## src/rtl/riscv_pipe_pkg.sv

```systemverilog
// riscv_pipe_pkg
// Shared pipeline definitions for the 64-bit RISC-V five-stage core.
//   - ALUOp class encodings carried from decode to ALU control
//   - id_ex_ctrl_t: the six per-instruction control bits latched in ID/EX
//   - X0: index of the hard-wired zero register
package riscv_pipe_pkg;

   localparam logic [1:0] ALUOP_LDST   = 2'b00;
   localparam logic [1:0] ALUOP_BRANCH = 2'b01;
   localparam logic [1:0] ALUOP_RTYPE  = 2'b10;

   localparam logic [4:0] X0 = 5'd0;

   typedef struct packed {
      logic alu_src;
      logic mem_read;
      logic mem_write;
      logic reg_write;
      logic mem_to_reg;
      logic branch;
   } id_ex_ctrl_t;

   localparam id_ex_ctrl_t CTRL_NOP = '0;

endpackage

```

## src/rtl/load_use_detect.sv

```systemverilog
// load_use_detect
// Combinational load-use hazard detector. Flags the case where the
// instruction in ID reads a register that the load currently in EX has not
// yet produced. Register x0 never hazards, and a resolving taken branch
// masks the hazard since the ID instruction is about to be squashed.
// Ports:
//   id_valid, id_rs1, id_rs2      instruction in decode
//   ex_valid, ex_mem_read, ex_rd  instruction held in ID/EX
//   ex_flush                      taken-branch squash
//   hazard_stall                  hazard this cycle
module load_use_detect
   import riscv_pipe_pkg::*;
(
   input  logic       id_valid,
   input  logic [4:0] id_rs1,
   input  logic [4:0] id_rs2,
   input  logic       ex_valid,
   input  logic       ex_mem_read,
   input  logic [4:0] ex_rd,
   input  logic       ex_flush,
   output logic       hazard_stall
);

   logic src_match;

   assign src_match    = (ex_rd == id_rs1) || (ex_rd == id_rs2);
   assign hazard_stall = id_valid && ex_valid && ex_mem_read &&
                         (ex_rd != X0) && src_match && !ex_flush;

endmodule

```

## src/rtl/id_ex_stage.sv

```systemverilog
// id_ex_stage
// ID/EX pipeline register with load-use bubble insertion, downstream hold
// and taken-branch squash. Update priority per edge: flush, hold, bubble,
// normal load.
// Ports:
//   clk, reset                 clock, async active-high reset
//   id_*                       decoded instruction from ID
//   ex_stall, ex_flush         downstream hold / taken-branch squash
//   id_ex_*                    registered instruction for EX
//   hazard_stall               load-use hazard (combinational)
//   pc_write, if_id_write      front-end enables (combinational)
// Optional build macro HAZARD_STATS_EN adds saturating 32-bit counters
// bubble_count, flush_count and hold_count.
module id_ex_stage
   import riscv_pipe_pkg::*;
#(
   parameter int XLEN = 64
) (
   input  logic            clk,
   input  logic            reset,
   input  logic            id_valid,
   input  logic [XLEN-1:0] id_pc,
   input  logic [XLEN-1:0] id_read_data1,
   input  logic [XLEN-1:0] id_read_data2,
   input  logic [XLEN-1:0] id_imm_data,
   input  logic [4:0]      id_rs1,
   input  logic [4:0]      id_rs2,
   input  logic [4:0]      id_rd,
   input  logic [3:0]      id_funct,
   input  logic [1:0]      id_alu_op,
   input  logic            id_alu_src,
   input  logic            id_mem_read,
   input  logic            id_mem_write,
   input  logic            id_reg_write,
   input  logic            id_mem_to_reg,
   input  logic            id_branch,
   input  logic            ex_stall,
   input  logic            ex_flush,
   output logic            id_ex_valid,
   output logic [XLEN-1:0] id_ex_pc,
   output logic [XLEN-1:0] id_ex_read_data1,
   output logic [XLEN-1:0] id_ex_read_data2,
   output logic [XLEN-1:0] id_ex_imm_data,
   output logic [4:0]      id_ex_rs1,
   output logic [4:0]      id_ex_rs2,
   output logic [4:0]      id_ex_rd,
   output logic [3:0]      id_ex_funct,
   output logic [1:0]      id_ex_alu_op,
   output logic            id_ex_alu_src,
   output logic            id_ex_mem_read,
   output logic            id_ex_mem_write,
   output logic            id_ex_reg_write,
   output logic            id_ex_mem_to_reg,
   output logic            id_ex_branch,
`ifdef HAZARD_STATS_EN
   output logic [31:0]     bubble_count,
   output logic [31:0]     flush_count,
   output logic [31:0]     hold_count,
`endif
   output logic            hazard_stall,
   output logic            pc_write,
   output logic            if_id_write
);

   id_ex_ctrl_t id_ctrl;
   id_ex_ctrl_t ctrl_q;
   id_ex_ctrl_t ctrl_d;
   logic        valid_d;
   logic        load_en;

   assign id_ctrl = '{alu_src:    id_alu_src,
                      mem_read:   id_mem_read,
                      mem_write:  id_mem_write,
                      reg_write:  id_reg_write,
                      mem_to_reg: id_mem_to_reg,
                      branch:     id_branch};

   load_use_detect u_hazard (
      .id_valid     (id_valid),
      .id_rs1       (id_rs1),
      .id_rs2       (id_rs2),
      .ex_valid     (id_ex_valid),
      .ex_mem_read  (ctrl_q.mem_read),
      .ex_rd        (id_ex_rd),
      .ex_flush     (ex_flush),
      .hazard_stall (hazard_stall)
   );

   // A flush overrides any hold: the front end must redirect to the target.
   assign pc_write    = ex_flush || !(hazard_stall || ex_stall);
   assign if_id_write = pc_write;

   // Data fields load on every non-hold edge (bubble and flush included);
   // only valid and control are suppressed, so invalid entries carry
   // don't-care data but never live control.
   assign load_en = ex_flush || !ex_stall;

   always_comb begin
      valid_d = 1'b0;
      ctrl_d  = CTRL_NOP;
      if (!ex_flush && !hazard_stall && id_valid) begin
         valid_d = 1'b1;
         ctrl_d  = id_ctrl;
      end
   end

   always_ff @(posedge clk or posedge reset) begin
      if (reset) begin
         id_ex_valid      <= 1'b0;
         ctrl_q           <= CTRL_NOP;
         id_ex_pc         <= '0;
         id_ex_read_data1 <= '0;
         id_ex_read_data2 <= '0;
         id_ex_imm_data   <= '0;
         id_ex_rs1        <= '0;
         id_ex_rs2        <= '0;
         id_ex_rd         <= '0;
         id_ex_funct      <= '0;
         id_ex_alu_op     <= '0;
      end else if (load_en) begin
         id_ex_valid      <= valid_d;
         ctrl_q           <= ctrl_d;
         id_ex_pc         <= id_pc;
         id_ex_read_data1 <= id_read_data1;
         id_ex_read_data2 <= id_read_data2;
         id_ex_imm_data   <= id_imm_data;
         id_ex_rs1        <= id_rs1;
         id_ex_rs2        <= id_rs2;
         id_ex_rd         <= id_rd;
         id_ex_funct      <= id_funct;
         id_ex_alu_op     <= id_alu_op;
      end
   end

   assign id_ex_alu_src    = ctrl_q.alu_src;
   assign id_ex_mem_read   = ctrl_q.mem_read;
   assign id_ex_mem_write  = ctrl_q.mem_write;
   assign id_ex_reg_write  = ctrl_q.reg_write;
   assign id_ex_mem_to_reg = ctrl_q.mem_to_reg;
   assign id_ex_branch     = ctrl_q.branch;

`ifdef HAZARD_STATS_EN
   logic bubble_ev;
   logic flush_ev;
   logic hold_ev;

   // Events follow the same priority as the register update.
   assign flush_ev  = ex_flush;
   assign hold_ev   = !ex_flush && ex_stall;
   assign bubble_ev = !ex_flush && !ex_stall && hazard_stall;

   always_ff @(posedge clk or posedge reset) begin
      if (reset) begin
         bubble_count <= '0;
         flush_count  <= '0;
         hold_count   <= '0;
      end else begin
         if (bubble_ev && (bubble_count != '1)) bubble_count <= bubble_count + 32'd1;
         if (flush_ev  && (flush_count  != '1)) flush_count  <= flush_count  + 32'd1;
         if (hold_ev   && (hold_count   != '1)) hold_count   <= hold_count   + 32'd1;
      end
   end
`endif

endmodule

```

## config.mk

```make
export PLATFORM = sky130hd
export DESIGN_NAME = id_ex_stage
export DESIGN_NICKNAME = d
export VERILOG_FILES = /design/src/rtl/riscv_pipe_pkg.sv /design/src/rtl/load_use_detect.sv /design/src/rtl/id_ex_stage.sv
export SDC_FILE = /design/constraint.sdc
export NUM_CORES = 1
export LEC_CHECK = 0
export ABC_AREA = 1
export BUFFER_PORTS_ARGS = -buffer_cell sky130_fd_sc_hd__buf_2
export CORE_AREA = 3 3 224 226
export DETAILED_ROUTE_END_ITERATION = 8
export DIE_AREA = 0 0 227 229
export PLACE_DENSITY = 0.59
export SLEW_MARGIN = 25
export SYNTH_ARGS = -nofsm -noshare
export SYNTH_HDL_FRONTEND = slang
export SYNTH_SLANG_ARGS = --single-unit
```

## constraint.sdc

```tcl
create_clock -name clk -period 8.35 [get_ports clk]
set_clock_uncertainty 0.15 [all_clocks]
set_input_delay 0 -clock clk [delete_from_list [all_inputs] [get_ports clk]]
set_output_delay 0 -clock clk [all_outputs]
set_load 0.02 [all_outputs]
```

## Word-level counts from Yosys, hierarchy flattened

Index checks and enable logic that the tools add are counted.

| operators by class | value |
|---|---|
| shift-type cells | 0 |
| reduce and logical (&&, ||, !) cells | 16 |
| divide/modulo/power cells | 0 |
| equality and inequality tests | 2 |
| magnitude comparators | 0 |
| muxes and demuxes | 2 |
| bitwise gates (word level) | 0 |
| multipliers | 0 |
| $add $sub $neg | 0 |

Operators with widths:

| cell | number |
|---|---|
| $eq 5x5->1 | 2 |
| $logic_and 1x1->1 | 7 |
| $mux 6 | 1 |
| $reduce_bool 5->1 | 1 |
| $logic_not 1->1 | 4 |
| $logic_or 1x1->1 | 4 |
| $mux 1 | 1 |

| storage, ports and cells | value |
|---|---|
| bits of input ports | 288 |
| memories | 0 |
| logic and storage cells | 36 |
| latch bits | 0 |
| output and inout bits | 287 |
| ROM bits | 0 |
| bits in writable memories | 0 |
| register bits after elaboration | 284 |

## Logic depth before layout (Yosys ltp)

| logic depth | value |
|---|---|
| depth in word-level cells | 9 |
| gate-level depth with buffers | 10 |
| gate-level depth less buffers | 9 |

## Modules after synthesis

Synthesis repeated with hierarchy kept, for this count alone.

| unflattened totals | value |
|---|---|
| cells, all modules | 1253 |
| area, all modules | 10889.2 µm² |

Modules (own cells, without submodules):

| module | cells an instance | seq. area each (µm²) | times used | area each (µm²) |
|---|---|---|---|---|
| id_ex_stage | 1206 | 7106.8 | 1 | 10685.2 |
| load_use_detect | 47 | 0.0 | 1 | 203.9 |

## Worst setup path before layout

Ideal clock, no wire load.

| timing path | value |
|---|---|
| kind | register to output |
| start | register id_ex_rd[4] |
| end | output pc_write |
| cell stages (with the launch flop) | 11 |
| buffers on the path | 1 |
| arrival | 1.337 ns |
| data required time | 8.200 ns |
| setup slack | 6.863 ns |
| path through | dfrtp_1 -> inv_1 -> nand2_1 -> nand2_1 -> nor2_1 -> nand3_1 -> nand2_1 -> nand3_1 -> nand2_1 -> inv_1 -> buf_4 |

| between the ends | value |
|---|---|
| cells in the longest elaborated chain, start to end | 7 |
| elaborated cells on any way between the ends | 10 |
| classes of those cells | eq/ne: 2; reduce/logical: 8 |

RTL lines:

| element | line | source |
|---|---|---|
| from (decl) | id_ex_stage.sv:46 | `output logic [4:0] id_ex_rd,` |
| from (signal assigned) | id_ex_stage.sv:129 | `id_ex_rd <= id_rd;` |
| $eq 5x5->1 / $reduce_bool 5->1 (equally long branches) | load_use_detect.sv:26, load_use_detect.sv:28 |  |
| $logic_or 1x1->1 / $logic_and 1x1->1 (equally long branches) | load_use_detect.sv:26, load_use_detect.sv:27 |  |
| $logic_and 1x1->1 (*) (2 in a row) | load_use_detect.sv:28 | `(ex_rd != X0) && src_match && !ex_flush;` |
| $logic_or 1x1->1 (*) | id_ex_stage.sv:90 | `assign pc_write = ex_flush \|\| !(hazard_stall \|\| ex_stall);` |
| $logic_not 1->1 (*) | id_ex_stage.sv:90 |  |
| $logic_or 1x1->1 (*) | id_ex_stage.sv:90 |  |
| to (decl) | id_ex_stage.sv:61 | `output logic pc_write,` |

Mark *: on every way between the ends. The rest lies on a longest branch, timed or not.

## Worst setup path after layout

| timing path | value |
|---|---|
| start | input ex_stall |
| end | register id_ex_pc[25] |

| between the ends | value |
|---|---|
| cells in the longest elaborated chain, start to end | 2 |

RTL lines:

| element | line | source |
|---|---|---|
| from (decl) | id_ex_stage.sv:37 | `input logic ex_stall,` |
| $logic_not 1->1 | id_ex_stage.sv:96 | `assign load_en = ex_flush \|\| !ex_stall;` |
| $logic_or 1x1->1 | id_ex_stage.sv:96 |  |
| to (signal assigned) | id_ex_stage.sv:123 | `id_ex_pc <= id_pc;` |
| to (decl) | id_ex_stage.sv:40 | `output logic [XLEN-1:0] id_ex_pc,` |

Every way passes these cells.
A chain may end at the register's enable or synchronous reset.

==> qor.yml <==
wl_met2_mm: 21.3
grt_antenna_before_repair: 3
p_per_area_nw_per_um2: 199
fillers: 4702
yosysSeqAreaShare: 0.652
io_pins: 575
critPathCaptureType: "register"
cts_buffer_depth: 3
grt_setup_unrepaired: "no"
dieHeight_um: 229
postSynthAreaPerCell_um2: 8.74
drtAntennaViolNets: 0
cts_sinks: 284
wirelength_mm: 42.2
root_buffer: "clkbuf_16"
path_cells: "dlygate4sd3_1 > buf_2 > nand2_8 > buf_4 > buf_4 > nand2_1 > nand2_1"
cp_max_fo: 65
htreeDepth: 2
r2r_cells: 10
synthTopCellsByArea: "dfrtp_1, nand2_1, buf_2, buf_4, o21ai_0"
cp.arrival_ns: 2.75
grt_pass1_vias: 12300
reg2reg_from: "id_ex_rd[0]"
report.final.slew_viol_count: 0
grt_pass1_wl_mm: 64.9
viasPerCell: 4.17
fin_crit_sh: 0.292
maxCapViolations: 0
hold_path.class: "in -> async"
cts_resized: 0
syn_nets: 1535
fin_crit_ns: 2.44
die_w_um: 227
status: "complete, no violations"
crit_family: "buffers and inverters"
yosysTopAreaCellShare: 0.652
tritoncts: "done"
cts-hold-fix-buffers: 349
slew-limit-headroom: 0.305
synth_top_cell_by_area: "dfrtp_1"
first_pass_iters: 5
crit_path_start_kind: "primary input"
vias: 11700
leakage_nw: 10.3
path_clk_slew_ns: 0.06
drive_gt1_frac: 0.295
critPathBufInv: 4
wl_met1_mm: 16.1
final_nets: 2442
area_delta_synth_final_pct: 73.5
clk_latency_ns: 0.52
start_util: 0.225
netlist_instances: 1247
critPathKind: "in -> reg"
r2r_end: "id_ex_alu_src"
wire_per_inst_um: 15.1
grt_use_total: 0.157
reg2reg_slack_ns: 6.24
fin_hold_ws_ns: 0.0352
crit_path_top_delay_cell: "buf_4"
grt_overflow: 0
ys_warn_count: 0
cts-buffers-inserted: 36
fp-row-count: 81
first_iter_violations: 581
setup_tns_ns: 0
tightest_slew_ns: 1.04
finalHoldViolCount: 0
routed.top_layer: "met4"
route.met3.wl_mm: 2.80
max_stage_delay_ns: 0.64
clock.fmax_mhz: 411
required_ns: 8.66
synth_area_um2: 10900
peakVddDrop_v: 0.000110
post-cts-setup-buffers: 0
io_buffers: 574
die_area_um2: 52000
grt_max_degree: 119
synth_cell_types: 14
hpwl_mm: 26.9
gp_congestion: 0.884
ys_seq_elements: 284
setup_violations: 0
core_region_area_um2: 48500
drc: 0
## worst reg2reg max path: stages (launching register included)
cell and delay [ns]:
dfrtp_1 0.47, inv_1 0.13, nand2_1 0.08, nand2_1 0.05, nor2_1 0.07, nand3_1 0.07
nand2_1 0.12, nand2_2 0.15, nand3_1 0.11, dlygate4sd3_1 0.56, nand2_1 0.05
## metal layers
metal  vias to the layer above  global-route usage
met5                         -                   0
met4                         0              0.0761
met3                       124              0.0417
met2                       488               0.279
met1                      5512               0.171
li1                       5564                   -
## synth_stat cells
library cell,number
buf_2,39
buf_6,2
clkbuf_1,3
dfrtp_1,284
nor2_1,8
inv_1,16
buf_4,18
xnor2_1,2
nand4_1,2
nand2_1,847
inv_2,3
nand3_1,9
o21ai_0,12
nand2_2,2
## report_power, final
| part | switching (mW) | total [mW] | internal [mW] |
|---|---|---|---|
| registers | 0.0666 | 1.56 | 1.49 |
| logic | 0.405 | 0.698 | 0.293 |
| clock network | 0.601 | 1.50 | 0.899 |
| total | 1.07 | 3.75 | 2.68 |
## worst max-delay path by stage
stage | start | end | slack (ns) | cells after the start
finish | ex_stall | id_ex_pc[25] | 5.91 | 7
global route | reset | id_ex_read_data2[26] | 5.61 | 5
CTS | reset | id_ex_read_data2[17] | 5.80 | 5
detailed placement | reset | id_ex_reg_write | 5.76 | 4
global placement | reset | id_ex_read_data2[17] | 5.83 | 4
floorplan | reset | id_ex_alu_op[0] | 0.36 | 1
## logic make-up after synthesis
| logic type | count (synthesis) | share of synthesized area |
|---|---|---|
| buffers and inverters | 81 | 0.0399 |
| XOR/XNOR | 2 | 0.00161 |
| AND/OR/NAND/NOR | 868 | 0.301 |
| flip-flops | 284 | 0.652 |
| AO/OA/AOI/OAI | 12 | 0.00551 |
## area by class of cell
cell class / instances / area (µm²) / share of cell area
flip-flops and latches: 284 / 7110 / 0.376
diodes: 3 / 7.51 / 0.000397
multi-input cells: 882 / 3370 / 0.178
clock inverters: 11 / 98.8 / 0.00523
clock buffers: 51 / 1040 / 0.0549
repair buffers: 931 / 6430 / 0.340
inverters: 19 / 86.3 / 0.00456
well taps: 622 / 778 / 0.0411
## cell usage in the layout, fill, tap and decap left out
cell type / netlist / routed
nand2_1: 847 / 847
buf_2: 39 / 574
dlygate4sd3_1: 0 / 349
dfrtp_1: 284 / 284
clkbuf_16: 0 / 37
inv_1: 16 / 15
o21ai_0: 12 / 12
nand3_1: 9 / 9
nor2_1: 8 / 8
clkbuf_1: 3 / 8
buf_4: 18 / 8
clkbuf_8: 0 / 6
clkinv_2: 0 / 5
diode_2: 0 / 3
inv_8: 0 / 3
inv_2: 3 / 2
xnor2_1: 2 / 2
nand4_1: 2 / 2
inv_6: 0 / 2
clkinvlp_4: 0 / 2
nand2_8: 0 / 1
nand2_2: 2 / 1
bufinv_16: 0 / 1
## metrics by stage
stage	setup slack, ns	instance area, µm²	cells	power [mW]	utilization
after floorplan	0.364	10900	1247	1.88	-
after global placement	5.83	14300	2389	2.13	0.294
after detailed placement	5.76	14300	2389	2.14	0.294
after CTS	5.80	18900	2800	3.81	0.389
after global routing	5.61	18900	2803	3.94	0.390
final	5.91	18900	2803	3.75	0.390
Note: power is estimated with default switching activity, not from simulation.
